==> src/rtl/jb_prach_fft_framer_pkg.sv <==
// Shared types and constants for the PRACH FFT framer.
// Pulled into the framer and its bench with import jb_prach_pkg::*.
package jb_prach_pkg;

   typedef enum logic [1:0] {
      IDLE,
      ARMED,
      SKIP_CP,
      COLLECT
   } framer_state_t;

   localparam int MAX_NUM_REP = 4;

   // A single antenna still needs a 1-bit tuser field.
   function automatic int usr_id_bw(input int num_ant);
      return (num_ant > 1) ? $clog2(num_ant) : 1;
   endfunction

endpackage

==> src/rtl/jb_prach_fft_framer_if.sv <==
// AXI4-Stream style bus used on both sides of the PRACH FFT framer.
interface jb_axi4_stream_if #(
   parameter int DATA_W = 32,
   parameter int USER_W = 2
) ();

   logic                  tvalid;
   logic                  tready;
   logic [DATA_W-1:0]     tdata;
   logic [USER_W-1:0]     tuser;
   logic                  tlast;
   logic [DATA_W/8-1:0]   tkeep;

   modport master (
      output tvalid, tdata, tuser, tlast, tkeep,
      input  tready
   );

   modport slave (
      input  tvalid, tdata, tuser, tlast, tkeep,
      output tready
   );

endinterface

==> src/rtl/jb_prach_fft_framer_fifo.sv <==
// Synchronous first-word-fall-through FIFO; flush wins over push and pop.
// A pop in the same cycle frees a slot, so push and pop together at full is accepted.
module jb_sync_fifo_fwft #(
   parameter int WIDTH = 8,
   parameter int DEPTH = 16
) (
   input  logic             clk,
   input  logic             reset,
   input  logic             push,
   input  logic             pop,
   input  logic             flush,
   input  logic [WIDTH-1:0] wdata,
   output logic [WIDTH-1:0] rdata,
   output logic             full,
   output logic             empty
);

   localparam int AW = (DEPTH > 1) ? $clog2(DEPTH) : 1;

   logic [WIDTH-1:0] mem [DEPTH];
   logic [AW-1:0]    wr_ptr;
   logic [AW-1:0]    rd_ptr;
   logic [AW:0]      count;
   logic             do_push;
   logic             do_pop;

   assign full    = (count == (AW+1)'(DEPTH));
   assign empty   = (count == '0);
   assign do_pop  = pop & ~empty;
   assign do_push = push & (~full | do_pop);
   assign rdata   = mem[rd_ptr];

   always_ff @(posedge clk) begin
      if (do_push) begin
         mem[wr_ptr] <= wdata;
      end
   end

   always_ff @(posedge clk) begin
      if (reset || flush) begin
         wr_ptr <= '0;
         rd_ptr <= '0;
         count  <= '0;
      end else begin
         if (do_push) begin
            wr_ptr <= wr_ptr + AW'(1);
         end
         if (do_pop) begin
            rd_ptr <= rd_ptr + AW'(1);
         end
         count <= count + (AW+1)'(do_push) - (AW+1)'(do_pop);
      end
   end

endmodule

==> src/rtl/jb_prach_fft_framer.sv <==
// Cuts the aligned antenna-TDM PRACH stream into FFT frames, dropping CP rounds,
// and buffers the frames so the FFT core can backpressure a source that cannot stall.
module jb_prach_fft_framer
   import jb_prach_pkg::*;
#(
   parameter int NUM_ANT    = 4,
   parameter int USR_ID_BW  = usr_id_bw(NUM_ANT),
   parameter int PRECISION  = 16,
   parameter int CNT_BW     = 12,
   parameter int FIFO_DEPTH = 64
) (
   input  logic              clk,
   input  logic              reset,
   input  logic              clk_en,
   input  logic              car_en,
   input  logic              frm_mrkr,
   input  logic [CNT_BW-1:0] cfg_fft_len,
   input  logic [CNT_BW-1:0] cfg_cp_len,
   input  logic [2:0]        cfg_num_rep,
   input  logic              err_clr,
   jb_axi4_stream_if.slave   IFP_fft_in,
   jb_axi4_stream_if.master  IFP_fft_out,
   output logic              seq_err,
   output logic              ovf,
   output logic              cfg_err
);

   localparam int DW = 2 * PRECISION;
   localparam int FW = DW + USR_ID_BW + 1;

   typedef logic [USR_ID_BW-1:0] ant_t;
   typedef logic [CNT_BW-1:0]    cnt_t;

   localparam ant_t LAST_ANT = ant_t'(NUM_ANT - 1);

   framer_state_t state;
   cnt_t          fft_len_q;
   cnt_t          cp_len_q;
   logic [2:0]    num_rep_q;
   ant_t          ant_idx;
   cnt_t          round;
   logic [2:0]    rep_cnt;

   logic          stage_vld;
   logic [DW-1:0] stage_data;
   ant_t          stage_user;
   logic          stage_last;

   logic          fifo_full;
   logic          fifo_empty;
   logic          fifo_pop;
   logic [FW-1:0] fifo_head;

   logic          in_vld;
   logic          is_idle;
   logic          arm;
   logic          cfg_ok;
   cnt_t          fft_e;
   cnt_t          cp_e;
   logic [2:0]    rep_e;
   logic          start;
   framer_state_t run_state;
   ant_t          run_ant;
   cnt_t          run_round;
   logic [2:0]    run_rep;
   logic          active;
   logic          mis;
   logic          beat_ok;
   logic          last_ant;
   logic          cp_done;
   logic          frame_end;
   logic          occ_end;
   logic          keep;
   logic          abort;
   logic          flush;
   logic          ovf_evt;

   assign in_vld  = clk_en & IFP_fft_in.tvalid;
   assign is_idle = (state == IDLE);
   assign arm     = is_idle & clk_en & car_en & frm_mrkr;
   assign cfg_ok  = (cfg_fft_len != '0) && (cfg_num_rep != '0) &&
                    (cfg_num_rep <= 3'(MAX_NUM_REP));

   // In the arming cycle the fresh cfg is live, so the start beat may share that cycle.
   assign fft_e = is_idle ? cfg_fft_len : fft_len_q;
   assign cp_e  = is_idle ? cfg_cp_len  : cp_len_q;
   assign rep_e = is_idle ? cfg_num_rep : num_rep_q;

   assign start = in_vld & car_en & (IFP_fft_in.tuser == '0) &
                  ((state == ARMED) | (arm & cfg_ok));

   // The start beat is handled as round 0, beat 0 of whichever phase comes next.
   assign run_state = start ? ((cp_e != '0) ? SKIP_CP : COLLECT) : state;
   assign run_ant   = start ? '0 : ant_idx;
   assign run_round = start ? '0 : round;
   assign run_rep   = start ? '0 : rep_cnt;

   assign active    = in_vld & car_en & ((run_state == SKIP_CP) | (run_state == COLLECT));
   assign mis       = active & (IFP_fft_in.tuser != run_ant);
   assign beat_ok   = active & ~mis;
   assign last_ant  = (run_ant == LAST_ANT);
   assign cp_done   = last_ant & (run_round == cp_e - cnt_t'(1));
   assign frame_end = last_ant & (run_round == fft_e - cnt_t'(1));
   assign occ_end   = frame_end & (run_rep == rep_e - 3'd1);
   assign keep      = beat_ok & (run_state == COLLECT);

   assign abort    = clk_en & ~car_en & ~is_idle;
   assign flush    = abort | mis;
   assign fifo_pop = ~fifo_empty & IFP_fft_out.tready;
   assign ovf_evt  = stage_vld & fifo_full & ~fifo_pop & ~flush;

   // Framing state, input stage register and sticky flags; an error beats a same-cycle clear.
   always_ff @(posedge clk) begin
      if (reset) begin
         state      <= IDLE;
         fft_len_q  <= '0;
         cp_len_q   <= '0;
         num_rep_q  <= '0;
         ant_idx    <= '0;
         round      <= '0;
         rep_cnt    <= '0;
         stage_vld  <= 1'b0;
         stage_data <= '0;
         stage_user <= '0;
         stage_last <= 1'b0;
         seq_err    <= 1'b0;
         ovf        <= 1'b0;
         cfg_err    <= 1'b0;
      end else begin
         stage_vld <= keep;
         if (in_vld) begin
            stage_data <= IFP_fft_in.tdata;
            stage_user <= IFP_fft_in.tuser;
            stage_last <= frame_end;
         end

         seq_err <= mis | (seq_err & ~err_clr);
         ovf     <= ovf_evt | (ovf & ~err_clr);
         cfg_err <= (arm & ~cfg_ok) | (cfg_err & ~err_clr);

         if (arm) begin
            fft_len_q <= cfg_fft_len;
            cp_len_q  <= cfg_cp_len;
            num_rep_q <= cfg_num_rep;
         end

         if (abort || mis) begin
            state   <= IDLE;
            ant_idx <= '0;
            round   <= '0;
            rep_cnt <= '0;
         end else if (beat_ok) begin
            state   <= run_state;
            ant_idx <= last_ant ? '0 : run_ant + ant_t'(1);
            round   <= run_round;
            rep_cnt <= run_rep;
            if (last_ant) begin
               if (run_state == SKIP_CP) begin
                  if (cp_done) begin
                     round <= '0;
                     state <= COLLECT;
                  end else begin
                     round <= run_round + cnt_t'(1);
                  end
               end else if (frame_end) begin
                  round <= '0;
                  if (occ_end) begin
                     rep_cnt <= '0;
                     state   <= IDLE;
                  end else begin
                     rep_cnt <= run_rep + 3'd1;
                  end
               end else begin
                  round <= run_round + cnt_t'(1);
               end
            end
         end else if (arm && cfg_ok) begin
            state <= ARMED;
         end
      end
   end

   jb_sync_fifo_fwft #(
      .WIDTH (FW),
      .DEPTH (FIFO_DEPTH)
   ) u_fifo (
      .clk   (clk),
      .reset (reset),
      .push  (stage_vld),
      .pop   (fifo_pop),
      .flush (flush),
      .wdata ({stage_last, stage_user, stage_data}),
      .rdata (fifo_head),
      .full  (fifo_full),
      .empty (fifo_empty)
   );

   assign IFP_fft_in.tready  = 1'b1;
   assign IFP_fft_out.tvalid = ~fifo_empty;
   assign IFP_fft_out.tdata  = fifo_empty ? '0   : fifo_head[DW-1:0];
   assign IFP_fft_out.tuser  = fifo_empty ? '0   : fifo_head[DW +: USR_ID_BW];
   assign IFP_fft_out.tlast  = fifo_empty ? 1'b0 : fifo_head[FW-1];
   assign IFP_fft_out.tkeep  = '1;

endmodule

==> src/flat_wrapper.sv <==
// flat-port wrapper written by rule: the top's interface ports become plain ports
module jb_prach_fft_framer_flat import jb_prach_pkg::*;
#(
   parameter int NUM_ANT    = 4,
   parameter int USR_ID_BW  = usr_id_bw(NUM_ANT),
   parameter int PRECISION  = 16,
   parameter int CNT_BW     = 12,
   parameter int FIFO_DEPTH = 64
)
  (clk, reset, clk_en, car_en, frm_mrkr, cfg_fft_len, cfg_cp_len, cfg_num_rep, err_clr, seq_err, ovf, cfg_err, IFP_fft_in_tvalid, IFP_fft_in_tdata, IFP_fft_in_tuser, IFP_fft_in_tlast, IFP_fft_in_tkeep, IFP_fft_in_tready, IFP_fft_out_tvalid, IFP_fft_out_tdata, IFP_fft_out_tuser, IFP_fft_out_tlast, IFP_fft_out_tkeep, IFP_fft_out_tready);
  jb_axi4_stream_if #(.DATA_W(32), .USER_W(2)) IFP_fft_in_i ();
  jb_axi4_stream_if #(.DATA_W(32), .USER_W(2)) IFP_fft_out_i ();
  input  logic clk;
  input  logic reset;
  input  logic clk_en;
  input  logic car_en;
  input  logic frm_mrkr;
  input  logic [CNT_BW-1:0] cfg_fft_len;
  input  logic [CNT_BW-1:0] cfg_cp_len;
  input  logic [2:0] cfg_num_rep;
  input  logic err_clr;
  output logic seq_err;
  output logic ovf;
  output logic cfg_err;
  input wire logic [$bits(IFP_fft_in_i.tvalid)-1:0] IFP_fft_in_tvalid;
  input wire logic [$bits(IFP_fft_in_i.tdata)-1:0] IFP_fft_in_tdata;
  input wire logic [$bits(IFP_fft_in_i.tuser)-1:0] IFP_fft_in_tuser;
  input wire logic [$bits(IFP_fft_in_i.tlast)-1:0] IFP_fft_in_tlast;
  input wire logic [$bits(IFP_fft_in_i.tkeep)-1:0] IFP_fft_in_tkeep;
  output wire logic [$bits(IFP_fft_in_i.tready)-1:0] IFP_fft_in_tready;
  output wire logic [$bits(IFP_fft_out_i.tvalid)-1:0] IFP_fft_out_tvalid;
  output wire logic [$bits(IFP_fft_out_i.tdata)-1:0] IFP_fft_out_tdata;
  output wire logic [$bits(IFP_fft_out_i.tuser)-1:0] IFP_fft_out_tuser;
  output wire logic [$bits(IFP_fft_out_i.tlast)-1:0] IFP_fft_out_tlast;
  output wire logic [$bits(IFP_fft_out_i.tkeep)-1:0] IFP_fft_out_tkeep;
  input wire logic [$bits(IFP_fft_out_i.tready)-1:0] IFP_fft_out_tready;
  assign IFP_fft_in_i.tvalid = IFP_fft_in_tvalid;
  assign IFP_fft_in_i.tdata = IFP_fft_in_tdata;
  assign IFP_fft_in_i.tuser = IFP_fft_in_tuser;
  assign IFP_fft_in_i.tlast = IFP_fft_in_tlast;
  assign IFP_fft_in_i.tkeep = IFP_fft_in_tkeep;
  assign IFP_fft_in_tready = IFP_fft_in_i.tready;
  assign IFP_fft_out_tvalid = IFP_fft_out_i.tvalid;
  assign IFP_fft_out_tdata = IFP_fft_out_i.tdata;
  assign IFP_fft_out_tuser = IFP_fft_out_i.tuser;
  assign IFP_fft_out_tlast = IFP_fft_out_i.tlast;
  assign IFP_fft_out_tkeep = IFP_fft_out_i.tkeep;
  assign IFP_fft_out_i.tready = IFP_fft_out_tready;
  jb_prach_fft_framer #(.NUM_ANT(NUM_ANT), .USR_ID_BW(USR_ID_BW), .PRECISION(PRECISION), .CNT_BW(CNT_BW), .FIFO_DEPTH(FIFO_DEPTH)) u_core (.clk(clk), .reset(reset), .clk_en(clk_en), .car_en(car_en), .frm_mrkr(frm_mrkr), .cfg_fft_len(cfg_fft_len), .cfg_cp_len(cfg_cp_len), .cfg_num_rep(cfg_num_rep), .err_clr(err_clr), .IFP_fft_in(IFP_fft_in_i), .IFP_fft_out(IFP_fft_out_i), .seq_err(seq_err), .ovf(ovf), .cfg_err(cfg_err));
endmodule
==> config.mk <==
export PLATFORM = sky130hd
export DESIGN_NAME = jb_prach_fft_framer_flat
export DESIGN_NICKNAME = d
export VERILOG_FILES = /design/src/rtl/jb_prach_fft_framer_pkg.sv /design/src/rtl/jb_prach_fft_framer_if.sv /design/src/rtl/jb_prach_fft_framer_fifo.sv /design/src/rtl/jb_prach_fft_framer.sv /design/src/flat_wrapper.sv
export SDC_FILE = /design/constraint.sdc
export NUM_CORES = 2
export LEC_CHECK = 0
export ABC_AREA = 0
export CORE_MARGIN = 1.5
export CORE_UTILIZATION = 41
export CTS_CLUSTER_DIAMETER = 50
export CTS_CLUSTER_SIZE = 14
export DETAILED_ROUTE_END_ITERATION = 8
export PLACE_DENSITY = 0.66
export SLEW_MARGIN = 20
export SYNTH_ARGS = -nofsm -noshare
export SYNTH_HDL_FRONTEND = slang
export SYNTH_SLANG_ARGS = --single-unit
export TNS_END_PERCENT = 30
==> constraint.sdc <==
create_clock -name clk -period 5.5 [get_ports clk]
set_input_delay 0.55 -clock clk [delete_from_list [all_inputs] [get_ports clk]]
set_output_delay 0.55 -clock clk [all_outputs]
set_load 0.05 [all_outputs]
# Yosys cells after proc, flatten, opt, wreduce, memory -nomap -nowiden
# Memory sizes are Yosys's and may differ from the RTL's. A register that Yosys moved wholly into a read port is not among the register bits.
# Cells that the tools add are included.
# word_totals
reg_bits,104
mem_bits_rw,2240
inputBits,74
output_inout_bits,44
mem_count,1
# op_classes
add_sub_neg,10
n_lt_le_gt_ge,1
n_eq_ne,9
n_mux,31
bitwise,43
reduce_logical,13
# mem_list
memory,words,word_bits,rd,rd_clocked_by_memory_dff,write_ports,line,source
u_core.u_fifo.mem,64,35,1,1,1,jb_prach_fft_framer_fifo.sv:20,logic [WIDTH-1:0] mem [DEPTH];
# ops
cell,n
12-bit two-way mux,7
32-bit two-way mux,1
1-bit bitwise AND,27
12-bit equality test,2
12-bit nonzero test,2
"12-bit by 1-bit subtractor with 12-bit output, second input constant",2
2-bit two-way mux,11
3-bit two-way mux,6
"12-bit by 1-bit adder with 12-bit output, second input constant",1
"6-bit by 1-bit adder with 6-bit output, second input constant",2
6-bit two-way mux,2
1-bit inverter,9
7-bit by 1-bit adder with 7-bit output,1
"7-bit equality test, second input constant",1
7-bit logical NOT,1
1-bit OR,7
7-bit by 1-bit subtractor with 7-bit output,1
"2-bit equality test, second input constant",3
2-bit logical NOT,2
1-bit two-way mux,4
"3-bit by 1-bit adder with 3-bit output, second input constant",1
3-bit equality test,1
"3-bit <= comparator, second input constant",1
1-bit logical AND,3
other kinds (8),9

# Depth between registers and ports, before layout
# depth
depth_word,16
mapped_depth,20

# Hierarchy
# Synthesis repeated with hierarchy kept, for this count alone.
# unflattened
cells_unflattened,4578
area_unflattened_um2,91893.1
# modules_own_cells
module,n_inst,cells_per_inst,area_each_um2,seq_area_each_um2
jb_sync_fifo_fwft,1,3820,86332.8,67765.0
jb_prach_fft_framer,1,758,5560.3,1701.6

# Worst setup path after synthesis
# Ideal clock, no wire load.
# synth_timing
path_type,in2reg
startpoint,in cfg_num_rep[2]
endpoint,reg u_core.rep_cnt[1]
t_arrival_ns,3.848
required_time_ns,5.376
setup_slack_ns,1.528
stages,15
path_buffers,4
path_cell_list,or3_1 -> and4bb_1 -> o211ai_1 -> clkbuf_1 -> buf_1 -> clkbuf_1 -> and2_1 -> ha_1 -> o221ai_1 -> a2111oi_0 -> o2111a_2 -> o211ai_2 -> buf_6 -> a21oi_2 -> o32ai_2
# synth_between
elab_chain_len,14
word_cells_on_any_way,33
# synth_rtl
element,line,source
from (decl),flat_wrapper.sv:20,input logic [2:0] cfg_num_rep;
branches (longest 14 deep; another with 3-bit <= comparator),-,
to (signal assigned),jb_prach_fft_framer.sv:156,rep_cnt <= run_rep;
to (signal assigned),jb_prach_fft_framer.sv:171,rep_cnt <= run_rep + 3'd1;
to (decl),jb_prach_fft_framer.sv:42,logic [2:0] rep_cnt;
# Parallel ways; which one is timed is not known.
# A chain may end at the register's enable or synchronous reset.

==> metrics.md <==
| Metric | Value |
|---|---|
| Outcome | `completed` |
| Core ar. | `0.2221 mm2` |
| Worst vdd ir | `between 0.5 and 0.6 mV` |
| Main flop type after synthesis | `edfxtp_1` |
| Setup Crit Path Kind | `flop to output pin` |
| Slew headroom | `between 20% and 30%` |
| Crit path buffers/inverters | `3` |
| Routed via count | `43066` |
| Path depth of the worst reg2reg path | `12` |
| WP data arrival | `4.49 ns` |
| Global Route Usage Sum | `a little under a fifth` |
| Cells after Synth | `4124` |
| Crit. path cell count | `7` |
| Post-synthesis cell type count | `78` |
| 1st-iter DRT viols | `roughly 5100` |
| Global-route wire length before repair | `309600 um` |
| Top Ports | `118` |
| H-tree levels | `4` |
| Layout Nets | `4433` |
| Post-synth top area cell | `edfxtp_1` |
| Clock root buffer | `clkbuf_16` |
| Area delta synth->final | `12.51%` |
| CP endpoint kind | `output pin` |
| Share of layout cells above drive strength 1 | `28.74%` |
| Pins over their slew limit | `0` |
| Clk pin slew, worst setup/hold paths | `0.06 ns` |
| Top cell type's share of synthesized area | `between 70 and 80%` |
| Final hold vios | `0` |
| Critical path startpoint category | `flop` |
| Drt drc | `0` |
| Max-Cap Viols | `0` |
| Post-synth EDFFs | `roughly 2200` |
| YS warnings | `0` |
| Worst-Margin Slew | `around 1.1 ns` |
| I/O Buffers | `107` |
| Final Util | `between 40% and 50%` |
| Commonest non-fill, non-tap cell in the layout | `edfxtp_1` |
| Clock latency on the worst-skew pair | `0.85 ns` |
| Die W | `475.3 um` |
| Achievable Freq | `0.1983 GHz` |
| Fill cells | `18214` |
| Cts bufs inserted | `a little under 200` |
| Leak | `33.12 nW` |
| Vias in the first global route | `43941` |
| Post-CTS setup buffer count | `0` |
| Async S/R FF share, synth | `0%` |
| RSZ-0062 raised after global routing | `false` |
| Seq cells post-synth | `about 2400` |
| Clock sink count | `2350` |
| Final HPWL DP | `118400 um` |
| Average cell area after synthesis | `22.18 um2` |
| Cts repair resizes | `0` |
| Cts hold-fix bufs | `0` |
| Crit share post-route | `91.70%` |
| Initial Util | `41.19%` |
| Syn Std Cell Area | `0.09147 mm2` |
| Commonest non-fill, non-tap cells in the layout | `edfxtp_1, mux4_2, clkbuf_16` |
| GR Overflow Total | `0` |
| ANT nets after route | `0` |
| Critical Path Slowest Stage Cell | `clkdlybuf4s50_1` |
| Worst hold path class | `input pin to flop` |
| Hold Path Cell Cnt | `3` |
| Gpl congestion | `0.8213` |
| Clock Skew | `around 0.028 ns` |
| WL/cell | `28.97 um` |
| Final setup fails | `0` |
| Hold_ws | `0.2471 ns` |
| Largest delay contributor family on the critical path | `buffers and inverters` |
| Place WS | `about 0.86 ns` |
| Pin count of the biggest net entering global routing | `112` |
| Vert. Die Dim | `475.3 um` |
| Initial antenna violation count | `10` |
| WL final | `roughly 210000 um` |
| Post-Route Setup TNS | `0 ns` |
| Max stage delay on crit path | `about 0.73 ns` |
| 1st-pass router iterations | `5` |
| Register area share after synthesis | `75.95%` |
| CTS tree | `done` |
| Top cells by area, synth | `edfxtp_1, mux4_2, dfxtp_1` |
| Final min period | `5.044 ns` |
| Worst path cell trace | `buf_4 -> buf_4 -> mux4_2 -> mux4_2 -> a211oi_1 -> a211oi_1 -> clkdlybuf4s50_1` |
| Row count | `173` |
| Clock Tree Buf Depth | `3` |
| Avg Vias per Cell | `between 5 and 6` |
| Setup ws final | `0.4563 ns` |
| Die area | `roughly 0.23 mm2` |
| Crit path max fanout | `25` |
| Required time of the critical path | `just under 5 ns` |
| PwrDens | `375.9 mW/mm2` |
[final cells by class]
class	count	area, um2	area share, %
Antenna cell	1	2.502	0.002432
Inverter	23	86.33	0.08389
Multi-Input combinational cell	1511	21440	20.83
Tap cell	2975	3722	3.617
Clock inverter	46	384.1	0.3732
Timing Repair Buffer	258	2460	2.390
Clock buffer	245	5214	5.066
Sequential cell	2350	69600	67.63
[Yosys cell counts (8+ instances only)]
| cell | count |
|---|---|
| xor2_1 | 13 |
| buf_2 | 16 |
| dfxtp_1 | 110 |
| clkbuf_1 | 158 |
| nand3_1 | 34 |
| nand4_1 | 10 |
| mux4_2 | 719 |
| nand3b_1 | 8 |
| xnor2_1 | 35 |
| or3_1 | 8 |
| nand2_1 | 176 |
| a21oi_1 | 80 |
| and2_1 | 29 |
| nor3_1 | 14 |
| nor2b_1 | 20 |
| mux2i_1 | 43 |
| a211oi_1 | 35 |
| ha_1 | 17 |
| nor3b_1 | 8 |
| o21ai_0 | 8 |
| edfxtp_1 | 2240 |
| inv_1 | 23 |
| nor2_1 | 125 |
| buf_1 | 61 |
| nor4_1 | 15 |
[kinds of logic (layout without fill, tap and decap cells)]
kind of cell               Yosys count  count (layout)  share of synthesized area (%)
muxes                              766             766                          18.23
xor gates and xnor gates            48              48                         0.4596
buffers and inverters              267             572                          1.163
other                                1               6                       0.004100
DFF                               2350            2350                          75.95
AOI/OAI and AO/OA                  186             186                          1.378
adders and majority gates           18              18                         0.2544
and+or+nand+nor                    488             488                          2.569
[tightest hold or removal path: cells and delay by family]
kind	cells	cell delay, ns
buffers and inverters	1	0.40
AND/OR/NAND/NOR	1	0.06
AO/OA/AOI/OAI	1	0.05
[routing by layer]
layer | track usage (%) | wire [um]
met3 | 3.128 | 15990
met4 | 5.205 | 5156
met5 | 0 | 13
met1 | 26.21 | 86280
met2 | 31.42 | 107200
[stage by stage]
step           instances  power, mW  instance area [um2]
4_1_cts             7408      39.05               102800
3_3_place_gp        7117      26.28                97240
3_5_place_dp        7117      26.33                97240
5_1_grt             7409      39.91               102900
6_report            7409      38.68               102900
2_1_floorplan       4128      24.55                91480
[power breakdown]
| group | switching (mW) | internal, mW | total [mW] |
|---|---|---|---|
| registers | 0.252 | 19.6 | 19.8 |
| clock network | 6.10 | 6.74 | 12.8 |
| logic | 3.13 | 2.89 | 6.02 |
| total | 9.49 | 29.2 | 38.7 |
[state kept, by name, indices dropped and copies added (netlist names), named ones only]
name,count
u_core.u_fifo.mem,2240
u_core.u_fifo.wr_ptr,6
u_core.u_fifo.rd_ptr,6
u_core.stage_data,32
u_core.stage_user,2
u_core.state,2
u_core.stage_last,1
u_core.cfg_err,1
u_core.round,12
u_core.rep_cnt,3
u_core.u_fifo.count,7
u_core.cp_len_q,12
u_core.seq_err,1
u_core.stage_vld,1
u_core.num_rep_q,3
u_core.ant_idx,2
u_core.ovf,1
u_core.fft_len_q,12
[path summary, 6_finish.rpt]
kind         slack (ns)            startpoint               endpoint
max                0.46                  flop  IFP_fft_out_tdata[27]
min                0.25  IFP_fft_in_tdata[22]  u_core.stage_data[22]
max reg2reg        0.87       u_core.state[1]        u_core.round[2]
min reg2reg        0.46  u_core.fft_len_q[11]   u_core.fft_len_q[11]
Power figures use the tool's default switching activity.
